--- config.mk ---
export PLATFORM = sky130hd
export DESIGN_NAME = seven_seg_mux_driver
export DESIGN_NICKNAME = d
export VERILOG_FILES = /design/src/rtl/seven_seg_mux_driver.sv
export SDC_FILE = /design/constraint.sdc
export NUM_CORES = 1
export LEC_CHECK = 0
export BUFFER_PORTS_ARGS = -buffer_cell sky130_fd_sc_hd__buf_2
export CORE_ASPECT_RATIO = 0.8
export CORE_UTILIZATION = 53
export DETAILED_ROUTE_END_ITERATION = 8
export PLACE_DENSITY = 0.76
export SYNTH_ARGS = -nofsm -noshare
export SYNTH_HDL_FRONTEND = slang
export SYNTH_SLANG_ARGS = --single-unit
--- constraint.sdc ---
create_clock -name clk -period 3.3 [get_ports clk]
set_clock_uncertainty 0.05 [all_clocks]
set_input_delay 0.825 -clock clk [delete_from_list [all_inputs] [get_ports clk]]
set_output_delay 0.825 -clock clk [all_outputs]
set_load 0.1 [all_outputs]
--- src/rtl/seven_seg_mux_driver.sv ---
// Time-multiplexed multi-digit 7-segment driver: BCD decode, leading-zero blanking,
// frame-synchronous display update and selectable segment/anode polarity.
module seven_seg_mux_driver #(
  parameter int unsigned DIGITS         = 4,
  parameter int unsigned REFRESH_DIV    = 50000,
  parameter int unsigned BLANK_LEADING  = 1,
  parameter int unsigned SEG_ACTIVE_LOW = 0,
  parameter int unsigned AN_ACTIVE_LOW  = 0
) (
  input  logic                  clk,
  input  logic                  reset,
  input  logic [4*DIGITS-1:0]   number,
  input  logic [DIGITS-1:0]     dp_in,
  input  logic                  load,
  output logic [6:0]            code,
  output logic                  dp,
  output logic [DIGITS-1:0]     anode,
  output logic                  frame_tick
);

  localparam int unsigned IDXW = (DIGITS > 1) ? $clog2(DIGITS) : 1;
  localparam int unsigned DIVW = $clog2(REFRESH_DIV);
  localparam int unsigned NUMW = 4 * DIGITS;

  localparam logic [6:0]        SEG_ZERO = 7'b1111110;
  localparam logic [6:0]        SEG_POL  = (SEG_ACTIVE_LOW != 0) ? 7'h7F : 7'h00;
  localparam logic              DP_POL   = (SEG_ACTIVE_LOW != 0);
  localparam logic [DIGITS-1:0] AN_POL   = (AN_ACTIVE_LOW != 0) ? '1 : '0;

  function automatic logic [6:0] decode(input logic [3:0] nib);
    case (nib)
      4'd0:    decode = 7'b1111110;
      4'd1:    decode = 7'b0110000;
      4'd2:    decode = 7'b1101101;
      4'd3:    decode = 7'b1111001;
      4'd4:    decode = 7'b0110011;
      4'd5:    decode = 7'b1011011;
      4'd6:    decode = 7'b1011111;
      4'd7:    decode = 7'b1110000;
      4'd8:    decode = 7'b1111111;
      4'd9:    decode = 7'b1111011;
      default: decode = 7'b1000111;
    endcase
  endfunction

  logic [DIVW-1:0]   div_cnt;
  logic [IDXW-1:0]   idx;
  logic [NUMW-1:0]   disp_num, pend_num;
  logic [DIGITS-1:0] disp_dp, pend_dp;
  logic              pend_valid;

  logic              step, wrap;
  logic [IDXW-1:0]   idx_nx;
  logic [NUMW-1:0]   disp_num_nx;
  logic [DIGITS-1:0] disp_dp_nx;
  logic [3:0]        nib_sel;
  logic              dp_sel, blank_sel, zero_run;
  logic [6:0]        seg_nx;
  logic [DIGITS-1:0] an_nx;

  // Scan advance and frame-boundary display swap
  always_comb begin
    step        = (div_cnt == DIVW'(REFRESH_DIV - 1));
    wrap        = step && (idx == IDXW'(DIGITS - 1));
    idx_nx      = idx;
    disp_num_nx = disp_num;
    disp_dp_nx  = disp_dp;
    if (step) idx_nx = wrap ? '0 : idx + IDXW'(1);
    if (wrap && pend_valid) begin
      disp_num_nx = pend_num;
      disp_dp_nx  = pend_dp;
    end
  end

  // Select the digit about to be shown; zero_run tracks all-zero nibbles from the top down
  always_comb begin
    nib_sel   = '0;
    dp_sel    = 1'b0;
    blank_sel = 1'b0;
    zero_run  = 1'b1;
    for (int i = int'(DIGITS) - 1; i >= 0; i--) begin
      zero_run = zero_run && (disp_num_nx[4*i +: 4] == 4'd0);
      if (IDXW'(i) == idx_nx) begin
        nib_sel   = disp_num_nx[4*i +: 4];
        dp_sel    = disp_dp_nx[i];
        blank_sel = zero_run && (i != 0);
      end
    end
    seg_nx = ((BLANK_LEADING != 0) && blank_sel) ? 7'b0000000 : decode(nib_sel);
    an_nx  = DIGITS'(1) << idx_nx;
  end

  always_ff @(posedge clk) begin
    if (reset) begin
      div_cnt    <= '0;
      idx        <= '0;
      disp_num   <= '0;
      disp_dp    <= '0;
      pend_num   <= '0;
      pend_dp    <= '0;
      pend_valid <= 1'b0;
      code       <= SEG_ZERO ^ SEG_POL;
      dp         <= DP_POL;
      anode      <= DIGITS'(1) ^ AN_POL;
      frame_tick <= 1'b0;
    end else begin
      div_cnt    <= step ? '0 : div_cnt + DIVW'(1);
      idx        <= idx_nx;
      disp_num   <= disp_num_nx;
      disp_dp    <= disp_dp_nx;
      frame_tick <= wrap;
      // A load coinciding with a wrap stays pending for the following frame
      if (load) begin
        pend_num   <= number;
        pend_dp    <= dp_in;
        pend_valid <= 1'b1;
      end else if (wrap) begin
        pend_valid <= 1'b0;
      end
      if (step) begin
        code  <= seg_nx ^ SEG_POL;
        dp    <= dp_sel ^ DP_POL;
        anode <= an_nx ^ AN_POL;
      end
    end
  end

endmodule

Word level (Yosys, flattened, before mapping):

Memory sizes are Yosys's and may differ from the RTL's.
Index checks and enable logic that the tools add are counted.

* register bits: 72
* bits in latches: 0
* bits in writable memories: 0
* memory bits (read-only): 112
* output and inout bits: 13
* logic and storage cells: 49
* memories kept: 1

* add/subtract/negate cells: 2
* multipliers: 0
* divide/modulo/power cells: 0
* magnitude comparators: 0
* equal/unequal tests: 5
* shift operators: 1
* multiplexer cells: 19
* bitwise logic cells: 0
* reductions and logical operators: 10

Memory list
* (no name shown): words 16, width 7, rd ports 1, clocked after Yosys merged registers in 0, write ports 0, RTL line 31 `case (nib)`

Operators by type and width (number)
* 4-bit two-way mux: 5
* 16-bit by 1-bit adder with 16-bit output, second input constant: 1
* 16-bit == test, second input constant: 1
* 16-bit two-way mux: 1
* 4-bit zero test: 3
* 1-bit two-way mux: 10
* 7-bit two-way mux: 1
* 2-bit == test, first input constant: 2
* 1-bit logical AND: 4
* 2-bit two-way mux: 2
* 1-bit by 2-bit left shift with 4-bit output, first input constant: 1
* 2-bit by 1-bit adder with 2-bit output, second input constant: 1
* 1-bit by 2-bit == test with 1-bit output, first input constant: 1
* 2-bit == test, second input constant: 1
* 2-bit zero test: 1
* 2-bit nonzero test: 1
* 2-bit OR reduction: 1

Depth between registers and ports, before layout:

An unclocked memory read counts as a cell.

* depth after elaboration: 11
* depth in mapped cells: 14
* depth with buffers taken out: 12

Worst setup path after synthesis:

Ideal clock, no wire load.

* path type: reg-to-reg
* from: register div_cnt[5]
* to: register code[2]
* setup time: 0.122 ns
* data arrival time: 3.173 ns
* data required time: 3.128 ns
* slack: -0.045 ns
* stages on the path, launching flop included: 13
* path through: dfxtp_1 or4b_1 buf_2 or2_1 buf_6 o21ai_2 o211ai_1 or2_2 mux2i_1 inv_2 ha_1 o311a_1 a221o_1

* longest elaborated chain between the ends: 11
* elaborated cells between the ends (all ways): 25

Ends and longest elaborated chain
* start: declaration: RTL line 46 `logic [DIVW-1:0] div_cnt;`
* start signal: assignment: RTL line 107 `div_cnt <= step ? '0 : div_cnt + DIVW'(1);`
* 16-bit == test *: RTL line 63 `step = (div_cnt == DIVW'(REFRESH_DIV - 1));`
* 1-bit logical AND: RTL line 64 `wrap = step && (idx == IDXW'(DIGITS - 1));`
* 2-bit two-way mux (2 in a row): RTL line 68 `if (step) idx_nx = wrap ? '0 : idx + IDXW'(1);`
* 2-bit == test: RTL line 83 `if (IDXW'(i) == idx_nx) begin`
* 4-bit two-way mux (4 in a row): RTL line 83
* memory 16 x 7 bit
* 7-bit two-way mux: RTL line 89 `seg_nx = ((BLANK_LEADING != 0) && blank_sel) ? 7'b0000000 : decode(nib_sel);`
* end signal: assignment: RTL line 102 `code <= SEG_ZERO ^ SEG_POL;`
* end signal: assignment: RTL line 121 `code <= seg_nx ^ SEG_POL;`
* end: declaration: RTL line 15 `output logic [6:0] code,`

Every way passes the cells marked *; elsewhere a longest branch is shown, timed or not.
A chain may end at the register's enable or synchronous reset.

Worst setup path in the final report:

Ends and elaborated chain as after synthesis.

==> flow_summary.toml <==
[setup_path]
critPathMaxStageDelay_ns = 0.57
arrival_ns = 3.36
crit_chain = "or4b_1 -> nor3_1 -> buf_4 -> nand4_1 -> a21oi_1 -> nor2_1 -> a21oi_1 -> inv_1 -> ha_1 -> o311a_1 -> a221o_1"
cp_common_cell = "a21oi_1"
r2r_setup_slack_ns = 0.13
cp-start-kind = "register"
slowest_stage = "or4b_1"
cp_max_fo = 5
critPathKind = "reg -> reg"
worst_ep_required_time_ns = 3.49
endpoint_kind = "register"

[timing]
min_period_ns = 3.17
slew_viol_final = 0
period_share_pct = 96.2
setup-tns-final_ns = 0
setup_viol = 0
rsz0062_at_grt = "yes"
finalHoldViolCount = 0
max_freq_mhz = 315
worst_slack_ns = 0.127
max_slew.worst_pin.slew_ns = 0.688
relSlewSlack_pct = 54.0

[routing]
first_iter_violations = 251
wirelength_mm = 8.61
dr.pass1.iters = 5
via_per_inst = 5.78
wl_per_cell_um = 15.6
vias = 3187
remaining_drc_errors = 0
antenna_left = 0

[synth]
syn_area_um2 = 3570
syn_inst = 426
avgSynthCellArea_um2 = 8.38
yosysMostFrequentCell = "dfxtp_1"
synthesis.nets = 457
synth_top_area_share_pct = 40.4
synth_seq_cells = 72
synth-edff-count = 0
synthArstFlopShare_pct = 0
synth-seq-area-share_pct = 40.4
ys.flop_type = "dfxtp_1"
ys_warn_count = 0
ys_top_cells_by_area = "dfxtp_1, mux2i_1, nand2_1, nor2_1, a21oi_1"
ys_top_cells_by_count = "dfxtp_1, nand2_1, nor2_1, a21oi_1, mux2i_1"
yosysTopAreaCell = "dfxtp_1"
synth_cell_type_count = 56

[run_status]
status = "finished clean"

[cells_and_area]
drive_gt1_share_pct = 18.2
nets = 493
finish.instance_area_um2 = 4050
final_cells = 551
multi_input_area_um2 = 1980
antenna_cells = 0
syn_to_final_growth_pct = 13.6
ff_latch_area_um2 = 1440
fill_cells = 587

[clock_network]
cts_setup_buffers = 0
root_buffer = "clkbuf_8"
cts_htree_levels = 3
clk_path_buf_depth = 2
path_clk_slew_ns = 0.08
clk_latency_ns = 0.36
cts_made_buffers = 9
cts_tree = "yes"
holdBufCountCts = 0
clock_sinks = 72

[die]
ioPinCount = 36
core_area_um2 = 6440
start_util_pct = 55.4
core.rowCount = 26
dieArea_um2 = 7070
die_y_um = 75.4
die_w_um = 93.8

[run]
cap_violations = 0

[global_routing]
gr-total-overflow = 0
grt_pass1_wl_mm = 14.2
first_global_vias = 2921
grt_max_degree = 48
track_usage_pct = 26.6
antenna_found_initial = 0

[placement]
placed_cells = 535
io_buffers = 35
dp_hpwl_mm = 6.34
place_area_um2 = 3860
dp_slack_ns = 0.165
globalplace.congestion = 0.970

[power_and_ir_drop]
powerDensity_nw_per_um2 = 413
p_leak_nw = 1.57
ir_drop_v = 0.000300

[worst_hold_path]
hold_path.class = "reg -> reg"
==> cells by family (layout without fill, tap and decap cells) <==
logic type	after synthesis	after routing	synth area share [%]
mux	37	37	11.2
simple gates	182	182	24.1
fa+ha+maj	8	8	2.80
compound gates	79	79	14.0
flops	72	72	40.4
xor+xnor	13	13	3.19
buf+inv	35	76	4.31
==> through the flow <==
stage	power [W]	utilization [%]	hold WS [ns]
2_1_floorplan	0.000966	-	0.363
3_3_place_gp	0.000990	59.9	0.373
3_5_place_dp	0.000994	59.9	0.388
4_1_cts	0.00169	62.9	0.399
5_1_grt	0.00174	62.9	0.412
6_report	0.00168	62.9	0.397
==> worst max-delay path: cells and delay by family (launching register included) <==
| family | cells | cell delay (ns) |
|---|---|---|
| buf+inv | 2 | 0.28 |
| simple gates | 4 | 1.05 |
| fa+ha+maj | 1 | 0.19 |
| compound gates | 4 | 1.12 |
| flops | 1 | 0.36 |
==> layout make-up <==
| type | count | share of cell area, % |
|---|---|---|
| multi-input combinational | 319 | 48.8 |
| sequential | 72 | 35.6 |
| timing repair buffer | 52 | 7.47 |
| clock buffer | 10 | 3.15 |
| tap | 84 | 2.59 |
| clock inverter | 6 | 1.67 |
| inverter | 8 | 0.741 |
==> routing by layer <==
metal	up-vias	wire, µm	global-route usage (%)
li1	1578	-	-
met1	1469	4200	35.4
met2	121	3620	39.9
met3	19	627	9.78
met4	0	164	9.23
met5	-	0	0
==> power breakdown <==
| part | switching, W | leakage [nW] | total [W] | internal [W] |
|---|---|---|---|---|
| Combinational | 0.0000383 | 0.890 | 0.0000700 | 0.0000316 |
| Sequential | 0.0000168 | 0.585 | 0.000903 | 0.000887 |
| Clock | 0.000351 | 0.0929 | 0.000702 | 0.000352 |
==> state kept, by name, indices dropped and copies added (netlist names) <==
register,count
disp_dp,4
disp_num,16
div_cnt,16
idx,2
dp,1
code,7
pend_num,16
anode,4
pend_dp,4
frame_tick,1
pend_valid,1
==> placed cells by master, fill, tap and decap left out, drive strengths merged, types with 10 or more instances in the layout <==
master,instances
nor2,52
nand3,17
a21oi,38
clkbuf,10
nand2,65
buf,52
mux2i,31
dfxtp,72
==> worst paths after layout <==
check	endpoint	startpoint	depth (start not counted)
hold / removal	div_cnt[0]$_SDFF_PP0_	div_cnt[0]$_SDFF_PP0_	1
setup / recovery	code[2]$_SDFFE_PP1N_	div_cnt[5]$_SDFF_PP0_	11
setup reg to reg	code[2]$_SDFFE_PP1N_	div_cnt[5]$_SDFF_PP0_	11
hold reg to reg	div_cnt[0]$_SDFF_PP0_	div_cnt[0]$_SDFF_PP0_	1
==> timing repair <==
action,in CTS,in global routing
hold endpoints to repair,0,0
endpoints found under the setup margin,0,2
gates resized for setup,0,1
Power figures use the tool's default switching activity.
